**src/rtl/mem_port_arbiter_if.sv**
```systemverilog
// Signal bundle between the memory port arbiter, its two requesters and the bus slave.
// Handshakes: a requester holds *_req high until its one-cycle *_done pulse and drops it on that cycle.
// On the bus, bus_req and its qualifiers stay stable until the slave returns bus_ack for one cycle.
interface mem_port_arbiter_if;
    logic        if_req;
    logic [31:0] if_addr;
    logic        if_done;
    logic [31:0] if_rdata;
    logic        if_fault;

    logic        d_req;
    logic [3:0]  d_type;
    logic [31:0] d_addr;
    logic [31:0] d_wdata;
    logic        d_done;
    logic [31:0] d_rdata;
    logic        d_misaligned;
    logic        d_fault;

    logic        bus_req;
    logic        bus_we;
    logic [31:0] bus_addr;
    logic [3:0]  bus_be;
    logic [31:0] bus_wdata;
    logic        bus_ack;
    logic [31:0] bus_rdata;

    modport master (
        input  if_req, if_addr, d_req, d_type, d_addr, d_wdata, bus_ack, bus_rdata,
        output if_done, if_rdata, if_fault, d_done, d_rdata, d_misaligned, d_fault,
        output bus_req, bus_we, bus_addr, bus_be, bus_wdata
    );

    modport slave (
        output if_req, if_addr, d_req, d_type, d_addr, d_wdata, bus_ack, bus_rdata,
        input  if_done, if_rdata, if_fault, d_done, d_rdata, d_misaligned, d_fault,
        input  bus_req, bus_we, bus_addr, bus_be, bus_wdata
    );
endinterface

```
**src/rtl/mem_port_arbiter.sv**
```systemverilog
// Shares one 32-bit memory port between instruction fetch and load/store access.
// Define MEM_ARB_TIMEOUT_EN to abort bus cycles that see no bus_ack within TIMEOUT_CYCLES.
module mem_port_arbiter #(
    parameter int TIMEOUT_CYCLES = 64,
    parameter int FETCH_PRIORITY = 0
) (
    input  logic               clk,
    input  logic               rst,
    output logic [1:0]         dbg_state,
    mem_port_arbiter_if.master mp
);
    typedef enum logic [1:0] {IDLE = 2'd0, BUS = 2'd1, RESP = 2'd2} state_t;

    localparam logic [1:0] SZ_B = 2'b01;
    localparam logic [1:0] SZ_H = 2'b10;
    localparam logic [1:0] SZ_W = 2'b11;

    state_t      state_q, state_d;
    logic        sel_data_q, sel_data_d;
    logic [1:0]  off_q, off_d;
    logic [1:0]  size_q, size_d;
    logic        uns_q, uns_d;
    logic        bus_req_q, bus_req_d;
    logic        bus_we_q, bus_we_d;
    logic [31:0] bus_addr_q, bus_addr_d;
    logic [3:0]  bus_be_q, bus_be_d;
    logic [31:0] bus_wdata_q, bus_wdata_d;
    logic        if_done_q, if_done_d;
    logic [31:0] if_rdata_q, if_rdata_d;
    logic        if_fault_q, if_fault_d;
    logic        d_done_q, d_done_d;
    logic [31:0] d_rdata_q, d_rdata_d;
    logic        d_misaligned_q, d_misaligned_d;
    logic        d_fault_q, d_fault_d;

    logic        d_is_load, d_uns, d_valid, d_misal;
    logic [1:0]  d_size;
    logic [3:0]  d_be;
    logic [31:0] d_wdata_rep;
    logic [31:0] ld_shift, ld_value;
    logic        pick_d, pick_f;
    logic        tmo_expire;

`ifdef MEM_ARB_TIMEOUT_EN
    localparam int TW = $clog2(TIMEOUT_CYCLES + 1);
    logic [TW-1:0] tmo_q, tmo_d;

    always_comb begin
        tmo_d = '0;
        if (state_q == BUS && !mp.bus_ack) tmo_d = tmo_q + TW'(1);
    end

    assign tmo_expire = (state_q == BUS) && (tmo_q == TW'(TIMEOUT_CYCLES - 1));

    always_ff @(posedge clk) begin
        if (rst) tmo_q <= '0;
        else     tmo_q <= tmo_d;
    end
`else
    logic unused_tmo;
    assign tmo_expire = 1'b0;
    assign unused_tmo = (TIMEOUT_CYCLES != 0);
`endif

    // Type code: bit3 load, bits[2:1] size (01 byte, 10 half, 11 word), bit0 unsigned.
    always_comb begin
        d_is_load   = mp.d_type[3];
        d_size      = mp.d_type[2:1];
        d_uns       = mp.d_type[0];
        d_valid     = (d_size != 2'b00) && !(d_uns && (!d_is_load || d_size == SZ_W));
        d_misal     = d_valid && (((d_size == SZ_H) && mp.d_addr[0]) ||
                                  ((d_size == SZ_W) && (mp.d_addr[1:0] != 2'b00)));
        d_be        = 4'b1111;
        d_wdata_rep = mp.d_wdata;
        case (d_size)
            SZ_B: begin
                d_be        = 4'b0001 << mp.d_addr[1:0];
                d_wdata_rep = {4{mp.d_wdata[7:0]}};
            end
            SZ_H: begin
                d_be        = 4'b0011 << mp.d_addr[1:0];
                d_wdata_rep = {2{mp.d_wdata[15:0]}};
            end
            default: ;
        endcase
    end

    always_comb begin
        ld_shift = mp.bus_rdata >> {off_q, 3'b000};
        case (size_q)
            SZ_B:    ld_value = uns_q ? {24'h0, ld_shift[7:0]}  : {{24{ld_shift[7]}}, ld_shift[7:0]};
            SZ_H:    ld_value = uns_q ? {16'h0, ld_shift[15:0]} : {{16{ld_shift[15]}}, ld_shift[15:0]};
            default: ld_value = mp.bus_rdata;
        endcase
    end

    assign pick_d = mp.d_req && (!mp.if_req || (FETCH_PRIORITY == 0));
    assign pick_f = mp.if_req && !pick_d;

    always_comb begin
        state_d        = state_q;
        sel_data_d     = sel_data_q;
        off_d          = off_q;
        size_d         = size_q;
        uns_d          = uns_q;
        bus_req_d      = bus_req_q;
        bus_we_d       = bus_we_q;
        bus_addr_d     = bus_addr_q;
        bus_be_d       = bus_be_q;
        bus_wdata_d    = bus_wdata_q;
        if_done_d      = 1'b0;
        if_rdata_d     = '0;
        if_fault_d     = 1'b0;
        d_done_d       = 1'b0;
        d_rdata_d      = '0;
        d_misaligned_d = 1'b0;
        d_fault_d      = 1'b0;

        case (state_q)
            IDLE: begin
                if (pick_d) begin
                    sel_data_d = 1'b1;
                    off_d      = mp.d_addr[1:0];
                    size_d     = d_size;
                    uns_d      = d_uns;
                    if (d_misal || !d_valid) begin
                        d_done_d       = 1'b1;
                        d_misaligned_d = d_misal;
                        state_d        = RESP;
                    end else begin
                        bus_req_d   = 1'b1;
                        bus_we_d    = !d_is_load;
                        bus_addr_d  = {mp.d_addr[31:2], 2'b00};
                        bus_be_d    = d_be;
                        bus_wdata_d = d_is_load ? 32'h0 : d_wdata_rep;
                        state_d     = BUS;
                    end
                end else if (pick_f) begin
                    sel_data_d = 1'b0;
                    off_d      = 2'b00;
                    size_d     = SZ_W;
                    uns_d      = 1'b0;
                    if (mp.if_addr[1:0] != 2'b00) begin
                        if_done_d  = 1'b1;
                        if_fault_d = 1'b1;
                        state_d    = RESP;
                    end else begin
                        bus_req_d   = 1'b1;
                        bus_we_d    = 1'b0;
                        bus_addr_d  = {mp.if_addr[31:2], 2'b00};
                        bus_be_d    = 4'b1111;
                        bus_wdata_d = 32'h0;
                        state_d     = BUS;
                    end
                end
            end
            BUS: begin
                // An ack in the expiry cycle takes precedence over the timeout.
                if (mp.bus_ack || tmo_expire) begin
                    bus_req_d   = 1'b0;
                    bus_we_d    = 1'b0;
                    bus_addr_d  = '0;
                    bus_be_d    = '0;
                    bus_wdata_d = '0;
                    state_d     = RESP;
                    if (sel_data_q) begin
                        d_done_d  = 1'b1;
                        d_fault_d = !mp.bus_ack;
                        d_rdata_d = (mp.bus_ack && !bus_we_q) ? ld_value : 32'h0;
                    end else begin
                        if_done_d  = 1'b1;
                        if_fault_d = !mp.bus_ack;
                        if_rdata_d = mp.bus_ack ? mp.bus_rdata : 32'h0;
                    end
                end
            end
            RESP: state_d = IDLE;
            default: state_d = IDLE;
        endcase
    end

    always_ff @(posedge clk) begin
        if (rst) begin
            state_q        <= IDLE;
            sel_data_q     <= 1'b0;
            off_q          <= '0;
            size_q         <= '0;
            uns_q          <= 1'b0;
            bus_req_q      <= 1'b0;
            bus_we_q       <= 1'b0;
            bus_addr_q     <= '0;
            bus_be_q       <= '0;
            bus_wdata_q    <= '0;
            if_done_q      <= 1'b0;
            if_rdata_q     <= '0;
            if_fault_q     <= 1'b0;
            d_done_q       <= 1'b0;
            d_rdata_q      <= '0;
            d_misaligned_q <= 1'b0;
            d_fault_q      <= 1'b0;
        end else begin
            state_q        <= state_d;
            sel_data_q     <= sel_data_d;
            off_q          <= off_d;
            size_q         <= size_d;
            uns_q          <= uns_d;
            bus_req_q      <= bus_req_d;
            bus_we_q       <= bus_we_d;
            bus_addr_q     <= bus_addr_d;
            bus_be_q       <= bus_be_d;
            bus_wdata_q    <= bus_wdata_d;
            if_done_q      <= if_done_d;
            if_rdata_q     <= if_rdata_d;
            if_fault_q     <= if_fault_d;
            d_done_q       <= d_done_d;
            d_rdata_q      <= d_rdata_d;
            d_misaligned_q <= d_misaligned_d;
            d_fault_q      <= d_fault_d;
        end
    end

    assign dbg_state       = state_q;
    assign mp.bus_req      = bus_req_q;
    assign mp.bus_we       = bus_we_q;
    assign mp.bus_addr     = bus_addr_q;
    assign mp.bus_be       = bus_be_q;
    assign mp.bus_wdata    = bus_wdata_q;
    assign mp.if_done      = if_done_q;
    assign mp.if_rdata     = if_rdata_q;
    assign mp.if_fault     = if_fault_q;
    assign mp.d_done       = d_done_q;
    assign mp.d_rdata      = d_rdata_q;
    assign mp.d_misaligned = d_misaligned_q;
    assign mp.d_fault      = d_fault_q;
endmodule

```
**src/flat_wrapper.sv**
```systemverilog
// flat-port wrapper written by rule: the top's interface ports become plain ports
module mem_port_arbiter_flat 
#(
    parameter int TIMEOUT_CYCLES = 64,
    parameter int FETCH_PRIORITY = 0
)
  (clk, rst, dbg_state, mp_if_req, mp_if_addr, mp_d_req, mp_d_type, mp_d_addr, mp_d_wdata, mp_bus_ack, mp_bus_rdata, mp_if_done, mp_if_rdata, mp_if_fault, mp_d_done, mp_d_rdata, mp_d_misaligned, mp_d_fault, mp_bus_req, mp_bus_we, mp_bus_addr, mp_bus_be, mp_bus_wdata);
  mem_port_arbiter_if mp_i ();
  input  logic clk;
  input  logic rst;
  output logic [1:0] dbg_state;
  input wire logic [$bits(mp_i.if_req)-1:0] mp_if_req;
  input wire logic [$bits(mp_i.if_addr)-1:0] mp_if_addr;
  input wire logic [$bits(mp_i.d_req)-1:0] mp_d_req;
  input wire logic [$bits(mp_i.d_type)-1:0] mp_d_type;
  input wire logic [$bits(mp_i.d_addr)-1:0] mp_d_addr;
  input wire logic [$bits(mp_i.d_wdata)-1:0] mp_d_wdata;
  input wire logic [$bits(mp_i.bus_ack)-1:0] mp_bus_ack;
  input wire logic [$bits(mp_i.bus_rdata)-1:0] mp_bus_rdata;
  output wire logic [$bits(mp_i.if_done)-1:0] mp_if_done;
  output wire logic [$bits(mp_i.if_rdata)-1:0] mp_if_rdata;
  output wire logic [$bits(mp_i.if_fault)-1:0] mp_if_fault;
  output wire logic [$bits(mp_i.d_done)-1:0] mp_d_done;
  output wire logic [$bits(mp_i.d_rdata)-1:0] mp_d_rdata;
  output wire logic [$bits(mp_i.d_misaligned)-1:0] mp_d_misaligned;
  output wire logic [$bits(mp_i.d_fault)-1:0] mp_d_fault;
  output wire logic [$bits(mp_i.bus_req)-1:0] mp_bus_req;
  output wire logic [$bits(mp_i.bus_we)-1:0] mp_bus_we;
  output wire logic [$bits(mp_i.bus_addr)-1:0] mp_bus_addr;
  output wire logic [$bits(mp_i.bus_be)-1:0] mp_bus_be;
  output wire logic [$bits(mp_i.bus_wdata)-1:0] mp_bus_wdata;
  assign mp_i.if_req = mp_if_req;
  assign mp_i.if_addr = mp_if_addr;
  assign mp_i.d_req = mp_d_req;
  assign mp_i.d_type = mp_d_type;
  assign mp_i.d_addr = mp_d_addr;
  assign mp_i.d_wdata = mp_d_wdata;
  assign mp_i.bus_ack = mp_bus_ack;
  assign mp_i.bus_rdata = mp_bus_rdata;
  assign mp_if_done = mp_i.if_done;
  assign mp_if_rdata = mp_i.if_rdata;
  assign mp_if_fault = mp_i.if_fault;
  assign mp_d_done = mp_i.d_done;
  assign mp_d_rdata = mp_i.d_rdata;
  assign mp_d_misaligned = mp_i.d_misaligned;
  assign mp_d_fault = mp_i.d_fault;
  assign mp_bus_req = mp_i.bus_req;
  assign mp_bus_we = mp_i.bus_we;
  assign mp_bus_addr = mp_i.bus_addr;
  assign mp_bus_be = mp_i.bus_be;
  assign mp_bus_wdata = mp_i.bus_wdata;
  mem_port_arbiter #(.TIMEOUT_CYCLES(TIMEOUT_CYCLES), .FETCH_PRIORITY(FETCH_PRIORITY)) u_core (.clk(clk), .rst(rst), .dbg_state(dbg_state), .mp(mp_i));
endmodule
```
**config.mk**
```make
export PLATFORM = sky130hd
export DESIGN_NAME = mem_port_arbiter_flat
export DESIGN_NICKNAME = d
export VERILOG_FILES = /design/src/rtl/mem_port_arbiter_if.sv /design/src/rtl/mem_port_arbiter.sv /design/src/flat_wrapper.sv
export SDC_FILE = /design/constraint.sdc
export NUM_CORES = 1
export LEC_CHECK = 0
export BUFFER_PORTS_ARGS = -buffer_cell sky130_fd_sc_hd__buf_2
export CAP_MARGIN = 25
export CORE_MARGIN = 3
export CORE_UTILIZATION = 45
export DETAILED_ROUTE_END_ITERATION = 10
export GPL_TIMING_DRIVEN = 0
export PLACE_DENSITY = 0.74
export SYNTH_ARGS = -nofsm -noshare
export SYNTH_HDL_FRONTEND = slang
export SYNTH_SLANG_ARGS = --single-unit
```
**constraint.sdc**
```tcl
create_clock -name clk -period 2.3 [get_ports clk]
set_input_delay 0.46 -clock clk [delete_from_list [all_inputs] [get_ports clk]]
set_output_delay 0.46 -clock clk [all_outputs]
set_load 0.05 [all_outputs]
```
-- Word-level counts from Yosys, hierarchy flattened
Index checks and enable logic that the tools add are counted.
- bits in registers: 147
- logic and storage cells: 127
- equal/unequal tests: 10
- shifts and indexed selects: 3
- muxes and demuxes: 61
- bitwise operators: 7
- reductions and logical operators: 29
- operators by type and width (operator ; count):
    $mux W32 ; 12
    $pmux W32 S2 ; 4
    $shr A32 B5 Y16 ; 1
    $mux W1 ; 23
    $mux W4 ; 5
    $mux W2 ; 9
    $pmux W4 S2 ; 2
    $reduce_or A4 Y1 ; 3
    $pmux W1 S2 ; 5
    $reduce_bool A2 Y1 ; 5
    $logic_and A1 B1 Y1 ; 7
    $not A1 Y1 ; 7
    $eq A2 B1 Y1 const B ; 3
    $eq A2 B2 Y1 const B ; 3
    $logic_not A1 Y1 ; 6
    $ne A3 B3 Y1 const B ; 2
    $reduce_and A5 Y1 ; 1
    $reduce_or A5 Y1 ; 1
    $pmux W2 S2 ; 1
    $reduce_and A2 Y1 ; 2
    $shl A1 B2 Y4 const A ; 1
    $shl A2 B2 Y4 const A ; 1
    $logic_or A1 B1 Y1 ; 3
    $ne A3 B2 Y1 const B ; 1
    other kinds (2) ; 2

-- Logic depth before layout (Yosys ltp)
- depth after elaboration: 10
- mapped depth: 8
- depth with buffers taken out: 6

-- Worst setup path after synthesis
No wires, ideal clock.
- path type: register to register
- start: register u_core.state_q[0] (netlist: u_core.dbg_state[0])
- end: register u_core.d_rdata_q[16] (netlist: u_core.mp.d_rdata[16])
- setup time: 68 ps
- data arrival time: 2117 ps
- path slack: 115 ps
- stages on the path, launching flop included: 8
- path buffers: 3
- cells stage by stage: dfxtp_1 nand3_1 or4_1 buf_2 or3_1 buf_2 buf_6 o2bb2ai_2
- word-level cells in the longest chain between the ends: 3
- RTL lines (what ; RTL line ; text):
    start: declaration ; mem_port_arbiter.sv:18 ; state_t state_q, state_d;
    start signal: assignment ; mem_port_arbiter.sv:202 ; state_q <= state_d;
    $eq A2 B1 Y1 ; mem_port_arbiter.sv:119 ; case (state_q)
    $not A1 Y1 (no line) ; n/a ;
    $reduce_or A5 Y1 (no line) ; n/a ;
    end signal: assignment ; mem_port_arbiter.sv:216 ; d_rdata_q <= d_rdata_d;
    end: declaration ; mem_port_arbiter.sv:32 ; logic [31:0] d_rdata_q, d_rdata_d;
Every way passes these cells.
A chain may end at the register's enable or synchronous reset.

-- Worst setup path after layout
- start: register u_core.state_q[0] (netlist: u_core.dbg_state[0])
- end: register u_core.bus_wdata_q[26] (netlist: u_core.mp.bus_wdata[26])
- word-level cells in the longest chain between the ends: 3
- elaborated cells on any way between the ends: 9
- those cells by class: eq/ne (5); mux (1); reduce/logical (3)
- RTL lines (what ; RTL line ; text):
    $eq A2 B1 Y1 / $logic_not A2 Y1 (equally long branches) ; mem_port_arbiter.sv:119 ;
    $ne A2 B2 Y1 (no line), or another cell as far along ; n/a ;
    $reduce_and A5 Y1 (no line) ; n/a ;
    end signal: assignment ; mem_port_arbiter.sv:211 ; bus_wdata_q <= bus_wdata_d;
    end: declaration ; mem_port_arbiter.sv:27 ; logic [31:0] bus_wdata_q, bus_wdata_d;
Parallel ways exist; a longest one is shown, timed or not.

==> impl_metrics.ini <==
[clock_tree]
ctsLongestPathBuffers = 2
cts_tree = done
numCtsBuffers = 17
cts_root_buffer = clkbuf_16
clkTransAtPathRegs_ps = 60
htree_levels = 4
cts_sinks = 145
clk_latency_ps = 420

[floorplan]
start_util = 0.462
die-area_sq_um = 15800
ios = 278
die_w_um = 126
die_y_um = 126
core_area_sq_um = 13900
rows = 43

[timing]
min_period_ps = 2160
fin_crit_sh = 0.940
slew_viol_final = 0
worst_clock_skew_ps = 7.72
hold_violations = 0
fmax_mhz = 463
max_slew_margin = 0.429
grt_setup_unrepaired = no
tns_ps = 0
worst_pin_slew_ps = 853
setup_viol = 0

[drt]
drc = 0
first_iter_violations = 394
ant_nets = 0
vias = 6398
drt_wl_total_mm = 20.6
vias_per_cell = 5.42
wire_per_inst_um = 17.4
drtPass1Iterations = 5

[pwr]
p_leak_nw = 3.89
p_sw_w = 0.00258
seq_power_share = 0.364
p_clk_frac = 0.377
power.internal_w = 0.00500
power.density_nw_per_um2 = 872
ir_drop_uv = 512
power_frac_comb = 0.258
sw_frac_of_total = 0.341

[worst_setup_path]
r2r-start = u_core.dbg_state[0]
required_ps = 2560
cp_top_family = compound AO/OA/AOI/OAI gates
reg2reg_to = u_core.mp.bus_wdata[26]
r2r_slack_ps = 140
crit_chain = or3_1, o2111a_1, a21boi_4, buf_2, buf_2, o22ai_1
cpMostUsedCell = buf_2
crit_arrival_ps = 2420
path_max_fanout = 10
crit_type = reg -> reg
worst-path-stages = 6
cp-end-kind = register
critPathSlowestCell = dfxtp_1
crit_end = u_core.mp.bus_wdata[26]
crit_start = u_core.dbg_state[0]
path_buf_inv = 2
max_stage_delay_ps = 480
crit_path_start_kind = register
worstRegToRegCells = 6

[synth]
synth_edf_count = 0
synthTopCellsByArea = dfxtp_1 (45%), o32ai_1 (7.7%), mux2_2 (5.2%)
syn-cell-area_sq_um = 6440
ys_seq_area_frac = 0.450
synth_async_sr_flop_share = 0
ys.flop_type = dfxtp_1
synthCells = 689
synth_top_cell_by_area = dfxtp_1
synth.distinct_cells = 43
yosysTopAreaCellShare = 0.450
ys_seq_elements = 145
ys_warn_count = 0
syn_avg_cell_area_sq_um = 9.35

[placement]
gp_congestion = 0.894
dpl-instance-area_sq_um = 8050
dp_hpwl_mm = 15.8
port_buffers = 274

[grt]
grt_max_degree = 17
grt_pass1_vias = 5861
antenna_found_initial = 3
gr-total-overflow = 0
track_usage = 0.248
grt_pass1_wl_mm = 31.1

[final_layout]
layout_commonest_cell = buf_2
design_area_sq_um = 8700
nets = 1127
syn2layout_area_growth_pct = 35.0
fillers = 1239
final_layout_size_suffix_gt1_frac = 0.376
layout_common_cells = buf_2 (286), dfxtp_1 (145), inv_1 (82)

[run]
cap_violations = 0

[worst_hold_path]
min_path_type = in -> reg
holdCritStartpoint = mp_bus_rdata[3]

[outcome]
status = finished clean
## final cells by class
type                    instances  area (sq um)  area share
well taps                     180           225      0.0259
multi-input cells             399          2980       0.343
clock inverters                13           176      0.0203
diodes                          3          7.51    0.000863
inverters                      82           308      0.0354
clock buffers                  19           443      0.0509
plain buffers                  65           278      0.0319
flip-flops and latches        145          2900       0.334
repair buffers                274          1370       0.158
## power by group through the flow
| stage | clock network, W | logic, W | registers (W) |
|---|---|---|---|
| after floorplan | 0 | 0.000831 | 0.00332 |
| after global placement | 0 | 0.00191 | 0.00281 |
| after detailed placement | 0 | 0.00192 | 0.00281 |
| after CTS | 0.00289 | 0.00193 | 0.00276 |
| after global routing | 0.00304 | 0.00209 | 0.00278 |
| final | 0.00286 | 0.00196 | 0.00276 |
## routing by layer
layer / part of all wire / track usage
met1: 0.40 / 0.309
met3: 0.085 / 0.0700
met5: 0 / 0
met2: 0.48 / 0.406
met4: 0.031 / 0.103
## worst min path at each step
stage	slack, ps	end	cells after the start
floorplan	470	u_core.size_q[1]	2
global placement	460	u_core.mp.bus_be[3]	2
detailed placement	460	u_core.mp.bus_addr[2]	2
CTS	270	u_core.mp.if_rdata[0]	2
global route	270	u_core.mp.if_rdata[4]	2
finish	280	u_core.mp.if_rdata[3]	2
## through the flow
stage | total power [W] | hold WS [ps] | util | worst slack (ps) | std cells
finish | 0.00758 | 279 | 0.624 | 139 | 1180
global route | 0.00791 | 272 | 0.624 | 8.94 | 1180
CTS | 0.00759 | 268 | 0.622 | 40.2 | 1177
global placement | 0.00472 | 459 | 0.578 | -415 | 1145
floorplan | 0.00415 | 474 | - | 115 | 691
detailed placement | 0.00473 | 464 | 0.578 | -439 | 1145
## synthesized netlist by cell type, types with 17 or more instances
library cell,n
a22oi_1,18
and2_1,34
clkbuf_1,45
dfxtp_1,145
inv_1,82
mux2_2,30
nand2_1,33
nand3_1,57
nor2_1,25
o21ai_0,17
o22ai_1,17
o32ai_1,57
## timing repair
action	in CTS	in global routing
resized for setup	1	8
setup endpoints to repair	10	43
hold buffers	0	0
buffers inserted	0	0
## cell families (layout without fill, tap and decap cells)
kind of cell               after synthesis  count (layout)  synth area share
and+or+nand+nor                        176             176             0.139
AOI/OAI and AO/OA                      164             164             0.211
buffers and inverters                  147             453            0.0903
DFF                                    145             145             0.450
muxes                                   50              50            0.0971
adders and majority gates                6               6            0.0117
other                                    1               6          0.000582
## flip-flops by register name (all words and copies together), names as in the netlist
signal and flops:
u_core.mp.bus_wdata 32, u_core.mp.d_fault 1, u_core.mp.d_rdata 32, u_core.mp.d_misaligned 1
u_core.mp.if_fault 1, u_core.mp.if_rdata 32, u_core.off_q 2, u_core.mp.bus_we 1
u_core.uns_q 1, u_core.mp.bus_addr 30, u_core.mp.bus_req 1, u_core.sel_data_q 1
u_core.size_q 2, u_core.dbg_state 2, u_core.mp.bus_be 4, u_core.mp.d_done 1
u_core.mp.if_done 1
Note: power is estimated with default switching activity, not from simulation.
